`src/rtl/cmd_arb_pkg.sv`:
```
// Shared types and helpers for the command-port round-robin arbiter.
package cmd_arb_pkg;

  typedef enum logic [1:0] {
    S_IDLE = 2'd0,
    S_CMD  = 2'd1,
    S_RSP  = 2'd2,
    S_DLV  = 2'd3
  } arb_state_e;

  localparam int ARB_TIMEOUT = 256;
  localparam int CMD_W       = 32;
  localparam int MAX_REQ     = 8;
  localparam int BUS_W       = MAX_REQ * CMD_W;

  // Callers zero-extend their packed command bus to BUS_W before selecting.
  function automatic logic [CMD_W-1:0] cmd_slice(input logic [BUS_W-1:0] bus, input int idx);
    return CMD_W'(bus >> (CMD_W * idx));
  endfunction

  function automatic logic [15:0] sat_inc16(input logic [15:0] v);
    return (v == 16'hFFFF) ? v : v + 16'd1;
  endfunction

endpackage

```
`src/rtl/cmd_arb_rr_pick.sv`:
```
// Combinational round-robin picker: first set request after 'last', wrapping.
module cmd_arb_rr_pick #(
  parameter int N_REQ = 2,
  parameter int IDX_W = 1
) (
  input  logic [N_REQ-1:0] req,
  input  logic [IDX_W-1:0] last,
  output logic             valid,
  output logic [IDX_W-1:0] next_idx
);

  int cand;

  // Scan from farthest to nearest so the nearest pending requester wins.
  always_comb begin
    valid    = 1'b0;
    next_idx = last;
    cand     = 0;
    for (int k = N_REQ; k >= 1; k--) begin
      cand = (int'(last) + k) % N_REQ;
      if (req[cand[IDX_W-1:0]]) begin
        valid    = 1'b1;
        next_idx = cand[IDX_W-1:0];
      end
    end
  end

endmodule

```
`src/rtl/cmd_arb.sv`:
```
// Round-robin arbiter sharing one processor cmd/rsp port among N_REQ sources.
module cmd_arb
  import cmd_arb_pkg::*;
#(
  parameter int N_REQ   = 2,
  parameter int TIMEOUT = ARB_TIMEOUT,
  parameter int IDX_W   = 1
) (
  input  logic                   clk,
  input  logic                   rst,
  input  logic [32*N_REQ-1:0]    req_cmd_data,
  input  logic [N_REQ-1:0]       req_cmd_waitreq,
  output logic [N_REQ-1:0]       req_cmd_rdreq,
  output logic [31:0]            req_rsp_data,
  output logic [N_REQ-1:0]       req_rsp_wrreq,
  input  logic [N_REQ-1:0]       req_rsp_waitreq,
  output logic [31:0]            arb_cmd_data,
  output logic                   arb_cmd_waitreq,
  input  logic                   arb_cmd_rdreq,
  input  logic [31:0]            arb_rsp_data,
  input  logic                   arb_rsp_wrreq,
  output logic                   arb_rsp_waitreq,
  output logic [IDX_W-1:0]       grant_id,
  output logic                   busy,
  output logic                   rsp_timeout,
  output logic [15:0]            drop_cnt
);

  localparam int TW = $clog2(TIMEOUT);
  localparam logic [TW-1:0] TMAX = TW'(TIMEOUT - 1);

  arb_state_e      state, state_nxt;
  logic [IDX_W-1:0] grant_nxt, pick_idx;
  logic            pick_vld;
  logic [31:0]     cmd_hold, rsp_buf, cur_cmd;
  logic [TW-1:0]   timer;
  logic            ld_cmd, ld_rsp, tmr_inc, tmo;

  cmd_arb_rr_pick #(.N_REQ(N_REQ), .IDX_W(IDX_W)) u_pick (
    .req      (~req_cmd_waitreq),
    .last     (grant_id),
    .valid    (pick_vld),
    .next_idx (pick_idx)
  );

  assign cur_cmd = cmd_slice(BUS_W'(req_cmd_data), int'(grant_id));

  always_comb begin
    state_nxt = state;
    grant_nxt = grant_id;
    ld_cmd    = 1'b0;
    ld_rsp    = 1'b0;
    tmr_inc   = 1'b0;
    tmo       = 1'b0;
    case (state)
      S_IDLE: if (pick_vld) begin
        grant_nxt = pick_idx;
        state_nxt = S_CMD;
      end
      S_CMD: if (arb_cmd_rdreq) begin
        ld_cmd    = 1'b1;
        state_nxt = S_RSP;
      end else if (req_cmd_waitreq[grant_id]) begin
        state_nxt = S_IDLE;
      end
      S_RSP: if (arb_rsp_wrreq) begin
        ld_rsp    = 1'b1;
        state_nxt = S_DLV;
      end else if (timer == TMAX) begin
        tmo       = 1'b1;
        state_nxt = S_IDLE;
      end else begin
        tmr_inc   = 1'b1;
      end
      S_DLV: if (!req_rsp_waitreq[grant_id]) state_nxt = S_IDLE;
      default: state_nxt = S_IDLE;
    endcase
  end

  always_ff @(posedge clk) begin
    if (rst) begin
      state       <= S_IDLE;
      grant_id    <= IDX_W'(N_REQ - 1);
      cmd_hold    <= '0;
      rsp_buf     <= '0;
      timer       <= '0;
      drop_cnt    <= '0;
      rsp_timeout <= 1'b0;
    end else begin
      state       <= state_nxt;
      grant_id    <= grant_nxt;
      rsp_timeout <= tmo;
      if (ld_cmd) begin
        cmd_hold <= cur_cmd;
        timer    <= '0;
      end else if (tmr_inc) begin
        timer <= timer + TW'(1);
      end
      if (ld_rsp) rsp_buf  <= arb_rsp_data;
      if (tmo)    drop_cnt <= sat_inc16(drop_cnt);
    end
  end

  always_comb begin
    req_cmd_rdreq = '0;
    req_rsp_wrreq = '0;
    if (state == S_CMD) req_cmd_rdreq[grant_id] = arb_cmd_rdreq;
    if (state == S_DLV) req_rsp_wrreq[grant_id] = !req_rsp_waitreq[grant_id];
  end

  assign arb_cmd_data    = (state == S_CMD) ? cur_cmd : cmd_hold;
  assign arb_cmd_waitreq = (state == S_CMD) ? req_cmd_waitreq[grant_id] : 1'b1;
  assign arb_rsp_waitreq = (state != S_RSP);
  assign req_rsp_data    = rsp_buf;
  assign busy            = (state != S_IDLE);

endmodule
```
`config.mk`:
```
export PLATFORM = sky130hd
export DESIGN_NAME = cmd_arb
export DESIGN_NICKNAME = d
export VERILOG_FILES = /design/src/rtl/cmd_arb_pkg.sv /design/src/rtl/cmd_arb_rr_pick.sv /design/src/rtl/cmd_arb.sv
export SDC_FILE = /design/constraint.sdc
export NUM_CORES = 1
export LEC_CHECK = 0
export ABC_CLOCK_PERIOD_IN_PS = 2300
export BUFFER_PORTS_ARGS = -buffer_cell sky130_fd_sc_hd__buf_2
export CORE_ASPECT_RATIO = 2
export CORE_UTILIZATION = 35
export CTS_CLUSTER_SIZE = 14
export DETAILED_ROUTE_END_ITERATION = 10
export HOLD_SLACK_MARGIN = 0.05
export SLEW_MARGIN = 40
export SYNTH_ARGS = -nofsm -noshare
export SYNTH_HDL_FRONTEND = slang
export SYNTH_HIERARCHICAL = 1
export SYNTH_SLANG_ARGS = --single-unit
```
`constraint.sdc`:
```
create_clock -name clk -period 2.3 [get_ports clk]
set_input_delay 0.345 -clock clk [delete_from_list [all_inputs] [get_ports clk]]
set_output_delay 0.345 -clock clk [all_outputs]
set_load 0.01 [all_outputs]
```
==> run_summary.xml, run 1 <==
<?xml version="1.0" encoding="UTF-8"?>
<metrics>
  <group name="run_status">
    <metric name="outcome" unit="">completed</metric>
  </group>
  <group name="power">
    <metric name="power_per_unit_of_standard_cell_area" unit="mW/mm²">702</metric>
    <metric name="clock_power_share" unit="%">40.0</metric>
    <metric name="irDropWorstVdd" unit="mV">0.397</metric>
    <metric name="internal_power" unit="mW">2.98</metric>
    <metric name="share_of_total_power_in_combinational_logic" unit="%">18.0</metric>
    <metric name="power.switching_fraction" unit="%">26.8</metric>
    <metric name="switching_power" unit="mW">1.09</metric>
    <metric name="leakage" unit="nW">2.61</metric>
    <metric name="pwr-share-seq" unit="%">42.0</metric>
    <metric name="report.power.total" unit="mW">4.08</metric>
  </group>
  <group name="floorplan">
    <metric name="die_width" unit="µm">80.5</metric>
    <metric name="top_level_ports" unit="">193</metric>
    <metric name="die_h" unit="µm">159</metric>
    <metric name="initial_utilization" unit="%">35.8</metric>
    <metric name="core-area" unit="mm²">0.0121</metric>
    <metric name="standard_cell_rows" unit="">57</metric>
    <metric name="die_area" unit="mm²">0.0128</metric>
  </group>
  <group name="finish">
    <metric name="layout.cells.non_filler" unit="">870</metric>
    <metric name="fillcell_total" unit="">1205</metric>
    <metric name="antenna_cells_inserted" unit="">0</metric>
    <metric name="ff_latch_area" unit="mm²">0.00185</metric>
    <metric name="final_util" unit="%">48.2</metric>
    <metric name="multiInputGateArea" unit="mm²">0.00228</metric>
    <metric name="nNetsFinal" unit="">824</metric>
    <metric name="finish.instance_area" unit="mm²">0.00581</metric>
    <metric name="syn2layout_area_growth" unit="%">34.8</metric>
    <metric name="post_route_cells_drive_above_1_share" unit="%">32.4</metric>
  </group>
  <group name="synth">
    <metric name="synthesis.nets" unit="">646</metric>
    <metric name="cells_taking_the_most_area_after_synthesis" unit="">sky130_fd_sc_hd__dfxtp_1, sky130_fd_sc_hd__nand2_1, sky130_fd_sc_hd__mux2i_1</metric>
    <metric name="synth_seq_cells" unit="">92</metric>
    <metric name="post_synth_xor_area_fraction" unit="%">0.813</metric>
    <metric name="syn_area" unit="mm²">0.00431</metric>
    <metric name="synth_seq_area_share" unit="%">42.7</metric>
    <metric name="synth_top_family_by_area" unit="">simple AND/OR/NAND/NOR gates</metric>
    <metric name="synth_area_per_cell" unit="µm²">7.98</metric>
    <metric name="synth_simple_gate_area_share" unit="%">23.1</metric>
    <metric name="syn-instance-count" unit="">540</metric>
    <metric name="synthArstFlopShare" unit="%">0</metric>
    <metric name="netlist.area_leader.share" unit="%">42.7</metric>
    <metric name="ys.warnings.count" unit="">6</metric>
    <metric name="edff_count_synth" unit="">0</metric>
    <metric name="synth_fa_ha_area_share" unit="%">0.581</metric>
    <metric name="commonest_register_cell_after_synthesis" unit="">sky130_fd_sc_hd__dfxtp_1</metric>
    <metric name="synth_compound_gate_area_share" unit="%">19.3</metric>
    <metric name="synthDistinctLibCells" unit="">43</metric>
    <metric name="share_of_cell_area_taken_by_muxes_after_synthesis" unit="%">8.91</metric>
    <metric name="synth_largest_area_cell" unit="">sky130_fd_sc_hd__dfxtp_1</metric>
  </group>
  <group name="sta">
    <metric name="clock_skew" unit="ns">0.00749</metric>
    <metric name="setup_slack" unit="ns">0.192</metric>
    <metric name="maxSlewHeadroom" unit="%">59.1</metric>
    <metric name="actual_slew_at_the_worst_max_slew_pin" unit="ns">0.614</metric>
    <metric name="finalHoldWorstSlack" unit="ns">0.237</metric>
    <metric name="max_freq" unit="MHz">474</metric>
    <metric name="final_worst_path_period_share" unit="%">91.7</metric>
    <metric name="post-route-min-period" unit="ns">2.11</metric>
    <metric name="grt_setup_unrepaired" unit="">false</metric>
    <metric name="finalMaxSlewViolations" unit="">0</metric>
    <metric name="final_hold_viol_count" unit="">0</metric>
    <metric name="fin_setup_tns" unit="ns">0</metric>
    <metric name="setup_viol" unit="">0</metric>
  </group>
  <group name="clock_network">
    <metric name="cts_buffers" unit="">9</metric>
    <metric name="cts_root_buffer" unit="">sky130_fd_sc_hd__clkbuf_16</metric>
    <metric name="cts_tree" unit="">done</metric>
    <metric name="clock_sinks" unit="">92</metric>
    <metric name="clock_latency" unit="ns">0.34</metric>
    <metric name="clk_transition_reported_paths" unit="ns">0.07</metric>
    <metric name="htreeDepth" unit="">3</metric>
    <metric name="cts_max_path_buffers" unit="">2</metric>
    <metric name="count_of_hold_fix_buffers_inserted_at_cts" unit="">0</metric>
  </group>
  <group name="placed_design">
    <metric name="dpl-instance-area" unit="mm²">0.00548</metric>
    <metric name="placed_cells" unit="">854</metric>
    <metric name="dp.final_hpwl" unit="mm">8.79</metric>
    <metric name="numPortBuffers" unit="">192</metric>
    <metric name="post-place-ws" unit="ns">0.0770</metric>
    <metric name="gp_congestion" unit="">0.819</metric>
  </group>
  <group name="worst_setup_path">
    <metric name="worst_path_max_delay_cell" unit="">sky130_fd_sc_hd__or4_1</metric>
    <metric name="setup.worst_path.end_class" unit="">flop</metric>
    <metric name="path_class" unit="">flop to flop</metric>
    <metric name="timing.critical_path.required" unit="ns">2.56</metric>
    <metric name="path_max_fanout" unit="">6</metric>
    <metric name="critical_path.most_common_cell" unit="">sky130_fd_sc_hd__or4_1</metric>
    <metric name="cells_traversed_along_the_worst_timing_path" unit="">ha_1 -&gt; nand4_1 -&gt; or4_1 -&gt; or4_1 -&gt; a21oi_1</metric>
    <metric name="crit_path_max_incr_delay" unit="ns">0.56</metric>
    <metric name="critical_path_arrival" unit="ns">2.37</metric>
    <metric name="type_of_origin_of_the_critical_path" unit="">flop</metric>
  </group>
  <group name="grt">
    <metric name="grt_pass1_vias" unit="">4114</metric>
    <metric name="pin_count_of_the_biggest_net_entering_global_routing" unit="">40</metric>
    <metric name="grt_antenna_before_repair" unit="">0</metric>
    <metric name="grt_util_all_layers" unit="%">18.2</metric>
    <metric name="grt_first_pass_wirelength" unit="mm">18.5</metric>
    <metric name="grt_overflow_total" unit="">0</metric>
  </group>
  <group name="route">
    <metric name="viasPerCell" unit="">5.12</metric>
    <metric name="routed_wl" unit="mm">11.5</metric>
    <metric name="via_count" unit="">4453</metric>
    <metric name="post_drt_wl_per_cell" unit="µm">13.2</metric>
    <metric name="drtIter0Drc" unit="">145</metric>
    <metric name="drt_pre_antenna_iters" unit="">6</metric>
    <metric name="ant_nets" unit="">0</metric>
    <metric name="drc" unit="">0</metric>
  </group>
  <group name="job">
    <metric name="maxCapViolCount" unit="">0</metric>
  </group>
  <group name="min_path">
    <metric name="worst_min_delay_path_class" unit="">input port to flop</metric>
  </group>
</metrics>
-- cells in the final DEF, fill, tap and decap left out, types with 3 or more instances in the layout --
| cell type | n |
|---|---|
| sky130_fd_sc_hd__nand2_1 | 105 |
| sky130_fd_sc_hd__buf_4 | 15 |
| sky130_fd_sc_hd__nor2b_1 | 6 |
| sky130_fd_sc_hd__clkbuf_16 | 9 |
| sky130_fd_sc_hd__mux2_1 | 3 |
| sky130_fd_sc_hd__nor4_1 | 3 |
| sky130_fd_sc_hd__dfxtp_1 | 91 |
| sky130_fd_sc_hd__a21oi_1 | 48 |
| sky130_fd_sc_hd__nand3_1 | 7 |
| sky130_fd_sc_hd__nor3_1 | 3 |
| sky130_fd_sc_hd__buf_12 | 3 |
| sky130_fd_sc_hd__nor2_1 | 45 |
| sky130_fd_sc_hd__o21ai_0 | 36 |
| sky130_fd_sc_hd__o31ai_1 | 12 |
| sky130_fd_sc_hd__mux2i_1 | 35 |
| sky130_fd_sc_hd__a211oi_1 | 32 |
| sky130_fd_sc_hd__inv_1 | 9 |
| sky130_fd_sc_hd__or2_2 | 3 |
| sky130_fd_sc_hd__nand4_1 | 7 |
| sky130_fd_sc_hd__and4_1 | 4 |
| sky130_fd_sc_hd__and3_1 | 3 |
| sky130_fd_sc_hd__buf_2 | 192 |
| sky130_fd_sc_hd__or4_1 | 12 |
-- power by group through the flow --
| stage | combinational [mW] | sequential [mW] | clock (mW) |
|---|---|---|---|
| 6_report | 0.736 | 1.71 | 1.63 |
| 5_1_grt | 0.813 | 1.72 | 1.73 |
| 4_1_cts | 0.746 | 1.71 | 1.67 |
| 3_5_place_dp | 0.744 | 1.75 | 0 |
| 3_3_place_gp | 0.738 | 1.74 | 0 |
| 2_1_floorplan | 0.445 | 1.73 | 0 |
-- routing by layer --
metal	global-route usage, %	wire (µm)	vias up
li1	-	-	2257
met1	18.6	4380	2025
met2	34.2	6230	156
met3	3.67	675	15
met4	7.39	209	0
met5	0	0	-
-- flip-flops by register name (all words and copies together) (netlist names) --
name and count:
grant_id 1, drop_cnt 16, cmd_hold 32, state 2, req_rsp_data 32, rsp_timeout 1
timer 8
-- path summary, 6_finish.rpt --
| kind | from | endpoint | slack (ns) | cells past startpoint |
|---|---|---|---|---|
| worst max-delay path | drop_cnt[0] | drop_cnt[10] | 0.19 | 5 |
| worst min-delay path | arb_rsp_data[7] | req_rsp_data[7] | 0.24 | 3 |
| worst max register to register | drop_cnt[0] | drop_cnt[10] | 0.19 | 5 |
| worst min register to register | req_rsp_data[5] | req_rsp_data[5] | 0.45 | 2 |
-- logic make-up (layout without fill, tap and decap cells) --
| group | after synthesis | in the layout |
|---|---|---|
| adders and majority gates | 2 | 2 |
| AOI/OAI and AO/OA | 138 | 138 |
| buffers and inverters | 52 | 235 |
| xor gates and xnor gates | 4 | 4 |
| and+or+nand+nor | 214 | 214 |
| muxes | 38 | 38 |
| DFF | 92 | 92 |
-- worst max-delay path, delay by kind of cell (launching register included) --
family	cells	cell delay, ns
compound gates	1	0.16
flops	1	0.38
fa+ha+maj	1	0.21
simple gates	3	1.28
-- cells in the mapped netlist (2+ instances only) --
cell type / count
sky130_fd_sc_hd__mux2_1: 3
sky130_fd_sc_hd__xnor2_1: 2
sky130_fd_sc_hd__nor3_1: 3
sky130_fd_sc_hd__nor3b_1: 2
sky130_fd_sc_hd__nand2_1: 105
sky130_fd_sc_hd__o21ai_0: 36
sky130_fd_sc_hd__nand4_1: 7
sky130_fd_sc_hd__or4_1: 12
sky130_fd_sc_hd__or2_2: 3
sky130_fd_sc_hd__a2111oi_0: 2
sky130_fd_sc_hd__a211oi_1: 32
sky130_fd_sc_hd__ha_1: 2
sky130_fd_sc_hd__nor4_1: 3
sky130_fd_sc_hd__and2_1: 2
sky130_fd_sc_hd__nor2b_1: 6
sky130_fd_sc_hd__a211o_1: 2
sky130_fd_sc_hd__dfxtp_1: 92
sky130_fd_sc_hd__buf_2: 3
sky130_fd_sc_hd__clkbuf_1: 37
sky130_fd_sc_hd__nand3_1: 7
sky130_fd_sc_hd__or3_1: 2
sky130_fd_sc_hd__inv_1: 9
sky130_fd_sc_hd__nor2_1: 47
sky130_fd_sc_hd__buf_1: 3
sky130_fd_sc_hd__and3_1: 3
sky130_fd_sc_hd__and4_1: 4
sky130_fd_sc_hd__a21oi_1: 48
sky130_fd_sc_hd__mux2i_1: 35
sky130_fd_sc_hd__or3b_1: 2
sky130_fd_sc_hd__xor2_1: 2
sky130_fd_sc_hd__o31ai_1: 12
-- repair_timing --
item,4_1_cts,5_1_grt
setup buffers,0,0
gates resized for setup,0,1
setup endpoints to repair,0,1
endpoints found under the hold margin,0,0
-- layout make-up --
| cell class | instances | area share [%] |
|---|---|---|
| clock buffers | 10 | 4.11 |
| flip-flops and latches | 92 | 31.8 |
| clock inverters | 6 | 1.61 |
| well taps | 147 | 3.16 |
| inverters | 9 | 0.581 |
| multi-input cells | 396 | 39.3 |
| repair buffers | 210 | 19.5 |
Power figures use the tool's default switching activity.
==> run 2: changes to the inputs <==
--- a/config.mk
+++ b/config.mk
@@ -15,5 +15,4 @@
 export SLEW_MARGIN = 40
 export SYNTH_ARGS = -nofsm -noshare
 export SYNTH_HDL_FRONTEND = slang
-export SYNTH_HIERARCHICAL = 1
 export SYNTH_SLANG_ARGS = --single-unit
==> run 2 against run 1 <==
Global-route usage shrank 1.3 points. Critical path depth grew 1. Critical endpoint is now drop_cnt[15]. Flip-flop and latch count is the same. Sequential power is essentially flat. Via count shrank 4.8%. Die area shrank 2.6%. Final area shrank 2.5%. First-iteration DRC count shrank 30%. Synthesized area shrank 2.6%. Worst setup slack lost 0.093 ns. Clock power shrank 7%.
==> run_summary.xml, run 2 <==
<?xml version="1.0" encoding="UTF-8"?>
<metrics>
  <group name="worst_setup_path">
    <metric name="worst_setup_path_startpoint" unit="">timer[1]</metric>
    <metric name="path_max_fanout" unit="">7</metric>
    <metric name="start_of_the_worst_register_to_register_path" unit="">timer[1]</metric>
    <metric name="critical_path_arrival" unit="ns">2.46</metric>
    <metric name="timing.critical_path.required" unit="ns">2.56</metric>
    <metric name="r2r.worst_path.cells" unit="">6</metric>
    <metric name="path_class" unit="">flop to flop</metric>
    <metric name="type_of_origin_of_the_critical_path" unit="">flop</metric>
    <metric name="setup.worst_path.end_class" unit="">flop</metric>
  </group>
  <group name="min_path">
    <metric name="hold_path_depth" unit="">3</metric>
    <metric name="hold_path_startpoint" unit="">arb_rsp_data[4]</metric>
    <metric name="worst_min_delay_path_class" unit="">input port to flop</metric>
  </group>
  <group name="placed_design">
    <metric name="placed_cells" unit="">838</metric>
    <metric name="dpl-instance-area" unit="mm²">0.00536</metric>
    <metric name="gp_congestion" unit="">0.801</metric>
    <metric name="numPortBuffers" unit="">192</metric>
    <metric name="dp.final_hpwl" unit="mm">8.09</metric>
  </group>
  <group name="clock_network">
    <metric name="cts_tree" unit="">done</metric>
    <metric name="htreeDepth" unit="">3</metric>
    <metric name="cts_max_path_buffers" unit="">2</metric>
    <metric name="cts-resized-gates" unit="">0</metric>
    <metric name="cts_buffers" unit="">9</metric>
    <metric name="clk_transition_reported_paths" unit="ns">0.07</metric>
    <metric name="clock_sinks" unit="">92</metric>
    <metric name="count_of_hold_fix_buffers_inserted_at_cts" unit="">0</metric>
    <metric name="cts_root_buffer" unit="">sky130_fd_sc_hd__clkbuf_16</metric>
    <metric name="post-cts-setup-buffer-count" unit="">0</metric>
    <metric name="clock_latency" unit="ns">0.34</metric>
  </group>
  <group name="synth">
    <metric name="edff_count_synth" unit="">0</metric>
    <metric name="commonest_register_cell_after_synthesis" unit="">sky130_fd_sc_hd__dfxtp_1</metric>
    <metric name="synthArstFlopShare" unit="%">0</metric>
    <metric name="syn_area" unit="mm²">0.00420</metric>
    <metric name="synth_area_per_cell" unit="µm²">8.04</metric>
    <metric name="cells_taking_the_most_area_after_synthesis" unit="">sky130_fd_sc_hd__dfxtp_1, sky130_fd_sc_hd__nand2_1, sky130_fd_sc_hd__mux2i_1</metric>
    <metric name="syn-instance-count" unit="">522</metric>
    <metric name="synthDistinctLibCells" unit="">40</metric>
    <metric name="synth_seq_cells" unit="">92</metric>
    <metric name="synthesis.nets" unit="">628</metric>
    <metric name="synth_largest_area_cell" unit="">sky130_fd_sc_hd__dfxtp_1</metric>
    <metric name="synth.cells.most_frequent" unit="">sky130_fd_sc_hd__nand2_1, sky130_fd_sc_hd__dfxtp_1, sky130_fd_sc_hd__nor2_1</metric>
    <metric name="ys.warnings.count" unit="">0</metric>
    <metric name="netlist.area_leader.share" unit="%">43.9</metric>
    <metric name="synth_seq_area_share" unit="%">43.9</metric>
    <metric name="synthMostInstantiatedCell" unit="">sky130_fd_sc_hd__nand2_1</metric>
  </group>
  <group name="finish">
    <metric name="final_common_cell" unit="">sky130_fd_sc_hd__buf_2</metric>
    <metric name="post_route_cells_drive_above_1_share" unit="%">33.3</metric>
    <metric name="fillcell_total" unit="">1157</metric>
    <metric name="antenna_cells_inserted" unit="">0</metric>
    <metric name="nNetsFinal" unit="">810</metric>
    <metric name="finish.instance_area" unit="mm²">0.00567</metric>
    <metric name="mostFrequentLayoutCells" unit="">sky130_fd_sc_hd__buf_2, sky130_fd_sc_hd__nand2_1, sky130_fd_sc_hd__dfxtp_1</metric>
    <metric name="final_util" unit="%">48.4</metric>
    <metric name="layout.cells.non_filler" unit="">854</metric>
    <metric name="syn2layout_area_growth" unit="%">35.0</metric>
  </group>
  <group name="route">
    <metric name="drc" unit="">0</metric>
    <metric name="drt_pre_antenna_iters" unit="">4</metric>
    <metric name="drtIter0Drc" unit="">101</metric>
    <metric name="viasPerCell" unit="">4.96</metric>
    <metric name="ant_nets" unit="">0</metric>
    <metric name="post_drt_wl_per_cell" unit="µm">12.4</metric>
    <metric name="routed_wl" unit="mm">10.6</metric>
    <metric name="via_count" unit="">4239</metric>
  </group>
  <group name="floorplan">
    <metric name="core-area" unit="mm²">0.0117</metric>
    <metric name="die_h" unit="µm">157</metric>
    <metric name="initial_utilization" unit="%">35.9</metric>
    <metric name="die_area" unit="mm²">0.0125</metric>
    <metric name="standard_cell_rows" unit="">56</metric>
    <metric name="die_width" unit="µm">79.4</metric>
    <metric name="top_level_ports" unit="">193</metric>
  </group>
  <group name="sta">
    <metric name="finalMaxSlewViolations" unit="">0</metric>
    <metric name="maxSlewHeadroom" unit="%">59.7</metric>
    <metric name="post-route-min-period" unit="ns">2.20</metric>
    <metric name="actual_slew_at_the_worst_max_slew_pin" unit="ns">0.605</metric>
    <metric name="max_freq" unit="MHz">454</metric>
    <metric name="finalHoldWorstSlack" unit="ns">0.245</metric>
    <metric name="fin_setup_tns" unit="ns">0</metric>
    <metric name="final_hold_viol_count" unit="">0</metric>
    <metric name="setup_viol" unit="">0</metric>
    <metric name="final_worst_path_period_share" unit="%">95.7</metric>
    <metric name="grt_setup_unrepaired" unit="">false</metric>
    <metric name="clock_skew" unit="ns">0.00774</metric>
  </group>
  <group name="grt">
    <metric name="grt_pass1_vias" unit="">3890</metric>
    <metric name="grt_util_all_layers" unit="%">16.9</metric>
    <metric name="grt_first_pass_wirelength" unit="mm">16.9</metric>
    <metric name="grt_antenna_before_repair" unit="">0</metric>
    <metric name="pin_count_of_the_biggest_net_entering_global_routing" unit="">65</metric>
    <metric name="grt_overflow_total" unit="">0</metric>
  </group>
  <group name="run_status">
    <metric name="outcome" unit="">completed</metric>
  </group>
  <group name="power">
    <metric name="irDropWorstVdd" unit="mV">0.369</metric>
    <metric name="leakage" unit="nW">2.56</metric>
    <metric name="power_per_unit_of_standard_cell_area" unit="mW/mm²">734</metric>
  </group>
  <group name="job">
    <metric name="maxCapViolCount" unit="">0</metric>
  </group>
</metrics>
## run 2: changes by cell type after synthesis, sizes merged, moves of 4 or more
cell	delta
or4	-7
inv	-5
a21oi	-8
o31ai	-8
nor2b	-5
nor2	+7
xnor2	+9
clkbuf	-4
## run 2: cell type report
cell class / instances / area, µm² / area share, %
clock buffers: 9 / 225 / 3.97
clock inverters: 7 / 81.3 / 1.44
inverters: 4 / 15.0 / 0.265
multi-input cells: 388 / 2210 / 38.9
flip-flops and latches: 92 / 1840 / 32.5
well taps: 145 / 181 / 3.20
repair buffers: 209 / 1110 / 19.7
## run 2: through the flow
step | worst slack (ns) | power (mW)
final | 0.0987 | 4.16
after global routing | 0.00470 | 4.41
after CTS | 0.0819 | 4.23
after detailed placement | -0.0367 | 2.70
after global placement | -0.0209 | 2.68
after floorplan | 0.114 | 2.33
## run 2: worst max-delay path, stage by stage, from the launching register on
cell	delay [ns]
sky130_fd_sc_hd__dfxtp_1	0.38
sky130_fd_sc_hd__ha_2	0.22
sky130_fd_sc_hd__nand4_1	0.14
sky130_fd_sc_hd__or4_4	0.55
sky130_fd_sc_hd__a21o_4	0.23
sky130_fd_sc_hd__or4_1	0.46
sky130_fd_sc_hd__a21oi_1	0.16
## run 2: kinds of logic (layout without fill, tap and decap cells)
logic type	after synthesis	in the layout	synth area share [%]
AO/OA/AOI/OAI	124	124	17.9
flip-flops	92	92	43.9
adder cells (fa/ha/maj)	2	2	0.596
buffers and inverters	42	229	3.76
XOR/XNOR	15	15	3.13
multiplexers	36	36	8.59
AND/OR/NAND/NOR	211	211	22.1
## run 2: worst paths after layout
kind                                    endpoint  slack (ns)
worst max-delay path                drop_cnt[15]         0.1
worst min-delay path             req_rsp_data[4]        0.24
worst max register to register      drop_cnt[15]         0.1
worst min register to register  req_rsp_data[15]        0.45
## run 2: metal layers
metal	track usage [%]	routed length, µm	vias up
met3	4.14	626	5
li1	-	-	2177
met4	5.02	91	0
met1	17.6	4290	1906
met2	32.2	5570	151
met5	0	0	-
## run 2: report_power, final
part	internal (mW)	leakage (nW)	switching [mW]
Sequential	1.69	0.747	0.0486
Clock	0.862	0.153	0.649
Combinational	0.392	1.66	0.520
